## src/rtl/tmds_channel_receiver_if.sv

```systemverilog
// tmds_channel_receiver_if: raw deserialized word in, decoded symbol and alignment status out
interface tmds_channel_receiver_if;
  logic [9:0] TMDS_data;
  logic       de;
  logic [1:0] ctrl;
  logic [7:0] data;
  logic       locked;
  logic [3:0] offset;
  modport master (output TMDS_data, input de, ctrl, data, locked, offset);
  modport slave (input TMDS_data, output de, ctrl, data, locked, offset);
endinterface

```

## src/rtl/tmds_channel_receiver.sv

```systemverilog
// tmds_channel_receiver: word alignment by control-token search, then TMDS symbol decode
module tmds_channel_receiver #(
  parameter int LOCK_COUNT = 16,
  parameter int TIMEOUT = 2048
) (
  input logic clkRGB,
  input logic reset_n,
  tmds_channel_receiver_if.slave tmds
);
  localparam logic [1:0] SEARCH = 2'd0, SLIP = 2'd1, LOCKED = 2'd2;
  localparam logic [9:0] T00 = 10'b1101010100, T01 = 10'b0010101011;
  localparam logic [9:0] T10 = 10'b0101010100, T11 = 10'b1010101011;
  localparam int CW = $clog2(LOCK_COUNT + 1);
  localparam int IW = $clog2(TIMEOUT);
  localparam logic [CW-1:0] LAST_TOK = CW'(LOCK_COUNT - 1);
  localparam logic [IW-1:0] LAST_IDLE = IW'(TIMEOUT - 1);
  logic [9:0] d1, d2, aw;
  logic [19:0] hist;
  logic [1:0] state, tc;
  logic [CW-1:0] tokcnt;
  logic [IW-1:0] idle;
  logic tok;
  logic [7:0] b, dec;
  assign hist = {d1, d2};
  always_comb begin
    tok = aw == T00 || aw == T01 || aw == T10 || aw == T11;
    tc = aw == T01 ? 2'b01 : aw == T10 ? 2'b10 : aw == T11 ? 2'b11 : 2'b00;
    b = aw[9] ? ~aw[7:0] : aw[7:0];
    dec = {b[7:1] ^ b[6:0] ^ {7{~aw[8]}}, b[0]};
  end
  always_ff @(posedge clkRGB or negedge reset_n) begin
    if (!reset_n) begin
      d1 <= '0;
      d2 <= '0;
      aw <= '0;
      tmds.de <= 1'b0;
      tmds.ctrl <= 2'b00;
      tmds.data <= 8'h00;
      tmds.locked <= 1'b0;
      tmds.offset <= 4'd0;
      state <= SEARCH;
      tokcnt <= '0;
      idle <= '0;
    end else begin
      d1 <= tmds.TMDS_data;
      d2 <= d1;
      aw <= hist[tmds.offset +: 10];
      tmds.de <= ~tok;
      tmds.ctrl <= tok ? tc : tmds.ctrl;
      tmds.data <= tok ? 8'h00 : dec;
      if (state == SLIP) begin
        state <= SEARCH;
      end else if (state == SEARCH) begin
        if (tok) begin
          idle <= '0;
          tokcnt <= tokcnt + 1'b1;
          if (tokcnt == LAST_TOK) begin
            state <= LOCKED;
            tmds.locked <= 1'b1;
          end
        end else if (idle == LAST_IDLE) begin
          tmds.offset <= tmds.offset == 4'd9 ? 4'd0 : tmds.offset + 4'd1;
          idle <= '0;
          tokcnt <= '0;
          state <= SLIP;
        end else begin
          tokcnt <= '0;
          idle <= idle + 1'b1;
        end
      end else if (state == LOCKED) begin
        if (tok) begin
          idle <= '0;
        end else if (idle == LAST_IDLE) begin
          state <= SEARCH;
          tmds.locked <= 1'b0;
          idle <= '0;
          tokcnt <= '0;
        end else begin
          idle <= idle + 1'b1;
        end
      end else begin
        state <= SEARCH;
      end
    end
  end
endmodule
```

## src/flat_wrapper.sv

```systemverilog
// flat-port wrapper written by rule: the top's interface ports become plain ports
module tmds_channel_receiver_flat 
#(
  parameter int LOCK_COUNT = 16,
  parameter int TIMEOUT = 2048
)
  (clkRGB, reset_n, tmds_TMDS_data, tmds_de, tmds_ctrl, tmds_data, tmds_locked, tmds_offset);
  tmds_channel_receiver_if tmds_i ();
  input logic clkRGB;
  input logic reset_n;
  input wire logic [$bits(tmds_i.TMDS_data)-1:0] tmds_TMDS_data;
  output wire logic [$bits(tmds_i.de)-1:0] tmds_de;
  output wire logic [$bits(tmds_i.ctrl)-1:0] tmds_ctrl;
  output wire logic [$bits(tmds_i.data)-1:0] tmds_data;
  output wire logic [$bits(tmds_i.locked)-1:0] tmds_locked;
  output wire logic [$bits(tmds_i.offset)-1:0] tmds_offset;
  assign tmds_i.TMDS_data = tmds_TMDS_data;
  assign tmds_de = tmds_i.de;
  assign tmds_ctrl = tmds_i.ctrl;
  assign tmds_data = tmds_i.data;
  assign tmds_locked = tmds_i.locked;
  assign tmds_offset = tmds_i.offset;
  tmds_channel_receiver #(.LOCK_COUNT(LOCK_COUNT), .TIMEOUT(TIMEOUT)) u_core (.clkRGB(clkRGB), .reset_n(reset_n), .tmds(tmds_i));
endmodule
```

## config.mk

```make
export PLATFORM = sky130hd
export DESIGN_NAME = tmds_channel_receiver_flat
export DESIGN_NICKNAME = d
export VERILOG_FILES = /design/src/rtl/tmds_channel_receiver_if.sv /design/src/rtl/tmds_channel_receiver.sv /design/src/flat_wrapper.sv
export SDC_FILE = /design/constraint.sdc
export NUM_CORES = 1
export LEC_CHECK = 0
export ABC_AREA = 1
export CORE_MARGIN = 2
export CORE_UTILIZATION = 25
export CTS_CLUSTER_DIAMETER = 40
export DETAILED_ROUTE_END_ITERATION = 16
export PLACE_DENSITY = 0.42
export SYNTH_ARGS = -nofsm -noshare
export SYNTH_HDL_FRONTEND = slang
export SYNTH_SLANG_ARGS = --single-unit
export TNS_END_PERCENT = 30
```

## constraint.sdc

```tcl
create_clock -name clkRGB -period 1.9 [get_ports clkRGB]
set_input_delay 0.19 -clock clkRGB [delete_from_list [all_inputs] [get_ports clkRGB]]
set_output_delay 0.19 -clock clkRGB [all_outputs]
set_load 0.05 [all_outputs]
```

==> impl_metrics.csv, run 1 <==
group,metric,value,unit
placement,place_hpwl,5310,microns
worst_setup_path,worst_setup_path_start_kind,"register",
synth,postSynthAreaPerCell,8.42,sq um
drt,ant_nets,0,
layout,fillers,1434,
timing,finalClockSkew,6.14,ps
layout,antenna_cells,0,
drt,drc_errors,0,
timing,period_minus_slack,1720,ps
drt,routed_wl,7180,microns
grt,grt_pass1_wl,12500,microns
floorplanning,die_area,0.0143,sq mm
timing,hold_ws,294,ps
grt,grt_max_degree,65,
timing,rsz0062_at_grt,"no",
worst_setup_path,worstSetupPathType,"reg2out",
worst_setup_path,regToRegSetupSlack,230,ps
job,maxCapViolCount,0,
cts,clockBufferDepth,2,
timing,period_share,90.4,%
cts,clk_transition_reported_paths,60,ps
layout,layout.nets,451,
drt,num_vias,2542,
pwr,power_leakage,1.91,nW
synth,syn-num-nets,419,
timing,tightest_slew,499,ps
placement,portBuffers,27,
floorplanning,row_count,42,
worst_hold_path,min_path_type,"in2reg",
layout,final_util,31.5,%
timing,hold_viol_final,0,
cts,cts_tree,"done",
grt,grt_pass1_vias,2536,
synth,yosysSeqAreaShare,48.0,%
placement,place_congestion,0.791,
timing,fin_setup_tns,0,ps
synth,yosysWarningCount,0,
worst_setup_path,cp_max_fo,2,
synth,synth-seq-cells,64,
cts,htree_num_levels,3,
worst_setup_path,worst_setup_path_end_kind,"output port",
cts,root_buffer,"clkbuf_16",
pwr,ir_drop,0.476,mV
worst_setup_path,crit_required,1710,ps
drt,drt-pass1-iter-count,6,
layout,layout-drive-gt1-share,13.9,%
floorplanning,die_w,119,microns
grt,grt_antenna_before_repair,0,
timing,slew_violations,0,
timing,fmax,0.582,GHz
worst_setup_path,max_stage_delay,820,ps
timing,slew_headroom,66.7,%
worst_hold_path,hold_end,"u_core.d1[7]$_DFF_PN0_",
floorplanning,io_pins,28,
worst_setup_path,arrival,1530,ps
cts,cts.sink_count,64,
outcome,status,"finished, final reports clean",
drt,detail_route.wl_per_cell,11.8,microns
drt,via_per_inst,4.17,
worst_hold_path,whs_path_depth,1,
worst_setup_path,crit_slowest_cell,"clkdlybuf4s50_1",
synth,yosys.cell_types.count,40,
cts,clk_latency,330,ps
worst_setup_path,cp_num_buf_inv,1,
floorplanning,core_area,0.0131,sq mm
cts,cts_setup_buffers,0,
drt,drt_iter0_drc,112,
synth,synth_area,0.00333,sq mm
cts,cts_buffers,9,
grt,grt_overflow,0,
worst_setup_path,timing.rr.end,"u_core.idle[5]$_DFFE_PN0P_",
worst_setup_path,crit_family,"buffers and inverters",
layout,area_growth,24.0,%
timing,setup_viol,0,
worst_hold_path,min-delay-start,"tmds_TMDS_data[7]",
worst_setup_path,reg2regPathDepth,9,
grt,grt_usage,11.3,%
synth,syn_inst,396,
floorplanning,die-height,119,microns
layout,final_cell_mix,"nand2_1, dfrtp_1, nand3_1",
worst_setup_path,path_cells,"clkdlybuf4s50_1",
worst_setup_path,reg2reg_from,"u_core.aw[4]$_DFF_PN0_",
layout,layout_commonest_cell,"nand2_1",
pwr,p_per_area,934,mW/mm^2
floorplanning,initial_core_util,25.4,%
[synthesized netlist by cell type, drive strengths merged]
cell / n / share of area, %
nand2: 114 / 13
dfrtp: 64 / 48
nand3: 37 / 6.1
nor2: 37 / 5.0
inv: 33 / 3.8
o21ai: 28 / 4.7
buf: 13 / 2.4
ha: 11 / 4.1
and2: 9 / 1.7
xnor2: 8 / 2.1
xor2: 8 / 2.1
nor3: 7 / 1.7
or2: 6 / 1.1
a21oi: 5 / 0.75
nand4: 4 / 0.75
o211ai: 4 / 0.90
a21boi: 1 / 0.23
a31oi: 1 / 0.19
clkbuf: 1 / 0.11
clkinv: 1 / 0.11
mux2i: 1 / 0.30
nor4: 1 / 0.19
o22ai: 1 / 0.19
o31ai: 1 / 0.23
[routing by layer]
metal  vias to the layer above  track usage (%)  part of all wire (%)  wire (microns)
met4                         0             4.93                   1.9             139
met2                        51             17.1                    45            3230
li1                       1333                -                     -               -
met1                      1150             14.8                    48            3450
met5                         -                0                     0               0
met3                         8             3.61                   5.0             359
[how the worst max path moves through the flow]
stage,start,endpoint,slack [ps],cells after the start
final,u_core.tmds.locked$_DFFE_PN0P_,tmds_locked,180,1
after global routing,u_core.tmds.offset[0]$_DFFE_PN0P_,u_core.aw[0]$_DFF_PN0_,90,8
after CTS,u_core.tmds.locked$_DFFE_PN0P_,tmds_locked,140,1
after floorplan,u_core.tmds.offset[0]$_DFFE_PN0P_,u_core.aw[8]$_DFF_PN0_,350,8
after global placement,u_core.aw[4]$_DFF_PN0_,u_core.idle[5]$_DFFE_PN0P_,220,9
after detailed placement,u_core.aw[4]$_DFF_PN0_,u_core.idle[5]$_DFFE_PN0P_,200,9
[area by class of cell]
| class | count | area [sq um] | area share, % |
|---|---|---|---|
| Timing Repair Buffer | 35 | 355 | 8.60 |
| Clock buffer | 10 | 239 | 5.78 |
| Sequential cell | 64 | 1600 | 38.7 |
| Clock inverter | 6 | 67.6 | 1.63 |
| Inverter | 34 | 130 | 3.15 |
| Multi-Input combinational cell | 284 | 1520 | 36.8 |
| Tap cell | 176 | 220 | 5.33 |
[state kept, by name (all words and copies together) (netlist names), 2 cells and up]
register	flops
u_core.d2	10
u_core.tmds.ctrl	2
u_core.state	2
u_core.d1	10
u_core.tmds.offset	4
u_core.idle	11
u_core.tmds.data	8
u_core.tokcnt	5
u_core.aw	10
[what timing repair did]
action | in CTS | in global routing
endpoints found under the setup margin | 0 | 0
hold endpoints to repair | 64 | 0
hold buffers | 1 | 0
gates resized for setup | 0 | 0
[power by group]
group / internal (W) / leakage (nW) / switching [W]
logic: 0.000233 / 0.983 / 0.000369
registers: 0.00150 / 0.778 / 0.0000977
clock network: 0.00105 / 0.145 / 0.000605
total: 0.00279 / 1.91 / 0.00107
[per-stage QoR]
step                total power, W  instance area (sq um)  std cells  setup slack (ps)
floorplan                  0.00204                   3330        396               348
global placement           0.00222                   3820        592               221
detailed placement         0.00223                   3820        592               198
CTS                        0.00394                   4130        609               143
global route               0.00408                   4130        609              87.8
finish                     0.00386                   4130        609               183
[kinds of logic after synthesis]
group / Yosys count / share of synthesized area [%]
adders and majority gates: 11 / 4.13
muxes: 1 / 0.300
DFF: 64 / 48.0
xor gates and xnor gates: 16 / 4.20
and+or+nand+nor: 215 / 29.8
buffers and inverters: 48 / 6.38
AOI/OAI and AO/OA: 41 / 7.13
Note: power is estimated with default switching activity, not from simulation.
==> run 2: changes to the inputs <==
--- a/config.mk
+++ b/config.mk
@@ -6,6 +6,7 @@
 export NUM_CORES = 1
 export LEC_CHECK = 0
 export ABC_AREA = 1
+export CAP_MARGIN = 20
 export CORE_MARGIN = 2
 export CORE_UTILIZATION = 25
 export CTS_CLUSTER_DIAMETER = 40
==> results of run 2 <==
Same layout as run 1: the final DEF is identical, and so are final timing and power.
==> run 3: changes to the inputs <==
--- a/config.mk
+++ b/config.mk
@@ -11,6 +11,7 @@
 export CORE_UTILIZATION = 25
 export CTS_CLUSTER_DIAMETER = 40
 export DETAILED_ROUTE_END_ITERATION = 16
+export MAX_ROUTING_LAYER = met4
 export PLACE_DENSITY = 0.42
 export SYNTH_ARGS = -nofsm -noshare
 export SYNTH_HDL_FRONTEND = slang
==> run 3 against run 2 <==
  * Sequential power barely moved
  * Final cell count did not move
  * Combinational power barely moved
  * Total power rose by 0.10%
  * Via count fell by 0.51%
  * Wire length rose by 0.26%
  * Die area did not move
  * Setup slack barely moved
  * Count of clock-buffer cells in the layout did not move
  * Utilization did not move
  * Worst hold slack barely moved
  * Critical path type unchanged
  * Highest routed layer unchanged
==> impl_metrics.csv, run 3 (same netlist as run 1, synthesis figures left out) <==
group,metric,value,unit
outcome,status,"finished, final reports clean",
floorplanning,initial_core_util,25.4,%
worst_setup_path,cp_max_fo,2,
layout,area_growth,24.0,%
layout,fin_cells,609,
drt,via_per_inst,4.15,
cts,clk_latency,340,ps
floorplanning,io_pins,28,
timing,period_share,90.4,%
job,maxCapViolCount,0,
drt,ant_nets,0,
cts,cts_buffers,9,
pwr,total_power,0.00386,W
placement,place_congestion,0.802,
worst_setup_path,crit_family,"buffers and inverters",
worst_setup_path,arrival,1530,ps
placement,place_hpwl,5310,microns
drt,wl_met1,3480,microns
timing,finalClockSkew,7.35,ps
cts,post_cts_resized,0,
timing,rsz0062_at_grt,"no",
timing,period_minus_slack,1720,ps
worst_setup_path,crit_slowest_cell,"clkdlybuf4s50_1",
worst_setup_path,path_cells,"clkdlybuf4s50_1",
grt,grt_max_degree,65,
worst_setup_path,cp_num_buf_inv,1,
layout,largest-register,"u_core.idle",
cts,cts_tree,"done",
cts,clockBufferDepth,2,
cts,clk_transition_reported_paths,50,ps
timing,fmax,0.582,GHz
layout,largest_reg_flops,11,
layout,final_util,31.5,%
cts,htree_num_levels,3,
grt,grt_pass1_wl,12500,microns
layout,antenna_cells,0,
drt,detail_route.wl_per_cell,11.8,microns
timing,setup_viol,0,
placement,portBuffers,27,
floorplanning,die-height,119,microns
placement,placed_cells,592,
cts,root_buffer,"clkbuf_16",
drt,drt-pass1-iter-count,6,
layout,layout_commonest_cell,"nand2_1",
timing,fin_setup_tns,0,ps
pwr,ir_drop,0.477,mV
drt,num_vias,2529,
worst_setup_path,worstSetupPathType,"reg2out",
worst_setup_path,worst_setup_path_end_kind,"output port",
timing,tightest_slew,499,ps
drt,drt_iter0_drc,103,
worst_setup_path,worst_setup_path_start_kind,"register",
floorplanning,die_w,119,microns
worst_hold_path,min_path_type,"in2reg",
drt,highest_layer,"met4",
grt,grt_overflow,0,
timing,slew_violations,0,
grt,grt_usage,11.6,%
drt,drc_errors,0,
floorplanning,row_count,42,
grt,grt_antenna_before_repair,0,
layout,layout.nets,451,
pwr,power_leakage,1.91,nW
drt,routed_wl,7200,microns
timing,hold_viol_final,0,
floorplanning,die_area,0.0143,sq mm
worst_setup_path,crit_required,1710,ps
layout,final_cell_mix,"nand2_1, dfrtp_1, nand3_1",
layout,layout-drive-gt1-share,13.9,%
drt,dr_wl_met2,3210,microns
drt,wl_met3,395,microns
worst_setup_path,max_stage_delay,820,ps
cts,cts.sink_count,64,
floorplanning,core_area,0.0131,sq mm
pwr,p_per_area,935,mW/mm^2
grt,grt_pass1_vias,2525,
layout,fillers,1434,
timing,slew_headroom,66.7,%
-- run 3: final cells by class --
type / count / area (sq um) / area share [%]
Sequential cell: 64 / 1600 / 38.7
Timing Repair Buffer: 35 / 355 / 8.60
Tap cell: 176 / 220 / 5.33
Clock inverter: 6 / 67.6 / 1.63
Clock buffer: 10 / 239 / 5.78
Inverter: 34 / 130 / 3.15
Multi-Input combinational cell: 284 / 1520 / 36.8
-- run 3: worst paths after layout --
kind                       slack, ps                             to  cells after the start                           start
min                              290         u_core.d1[7]$_DFF_PN0_                      1               tmds_TMDS_data[7]
max                              180                    tmds_locked                      1  u_core.tmds.locked$_DFFE_PN0P_
max reg2reg                      230     u_core.idle[5]$_DFFE_PN0P_                      9          u_core.aw[4]$_DFF_PN0_
min in group asynchronous        390  u_core.tmds.data[7]$_DFF_PN0_                      3                         reset_n
min reg2reg                      400         u_core.d2[6]$_DFF_PN0_                      0          u_core.d1[6]$_DFF_PN0_
max in group asynchronous       1210         u_core.d2[4]$_DFF_PN0_                      3                         reset_n
-- run 3: stage by stage --
stage / worst slack (ps) / hold WS (ps) / cell area, sq um
6_report: 183 / 293 / 4130
5_1_grt: 88.7 / 282 / 4130
4_1_cts: 143 / 277 / 4130
3_5_place_dp: 198 / 232 / 3820
3_3_place_gp: 221 / 235 / 3820
2_1_floorplan: 348 / -106 / 3330
-- run 3: power breakdown --
part	total (W)	internal (W)	leakage, nW	switching, W
Clock	0.00166	0.00105	0.145	0.000608
Combinational	0.000602	0.000233	0.983	0.000369
Sequential	0.00160	0.00150	0.778	0.0000979
Total	0.00386	0.00279	1.91	0.00108
-- run 3: timing repair --
| action | 4_1_cts | 5_1_grt |
|---|---|---|
| hold endpoints to repair | 64 | 0 |
| hold buffers | 1 | 0 |
| buffers inserted | 0 | 0 |
-- run 3: per-layer routing --
layer / up-vias / global-route usage [%]
li1: 1333 / -
met1: 1141 / 14.7
met2: 48 / 17.1
met3: 7 / 4.47
met4: 0 / 3.82
met5: - / -
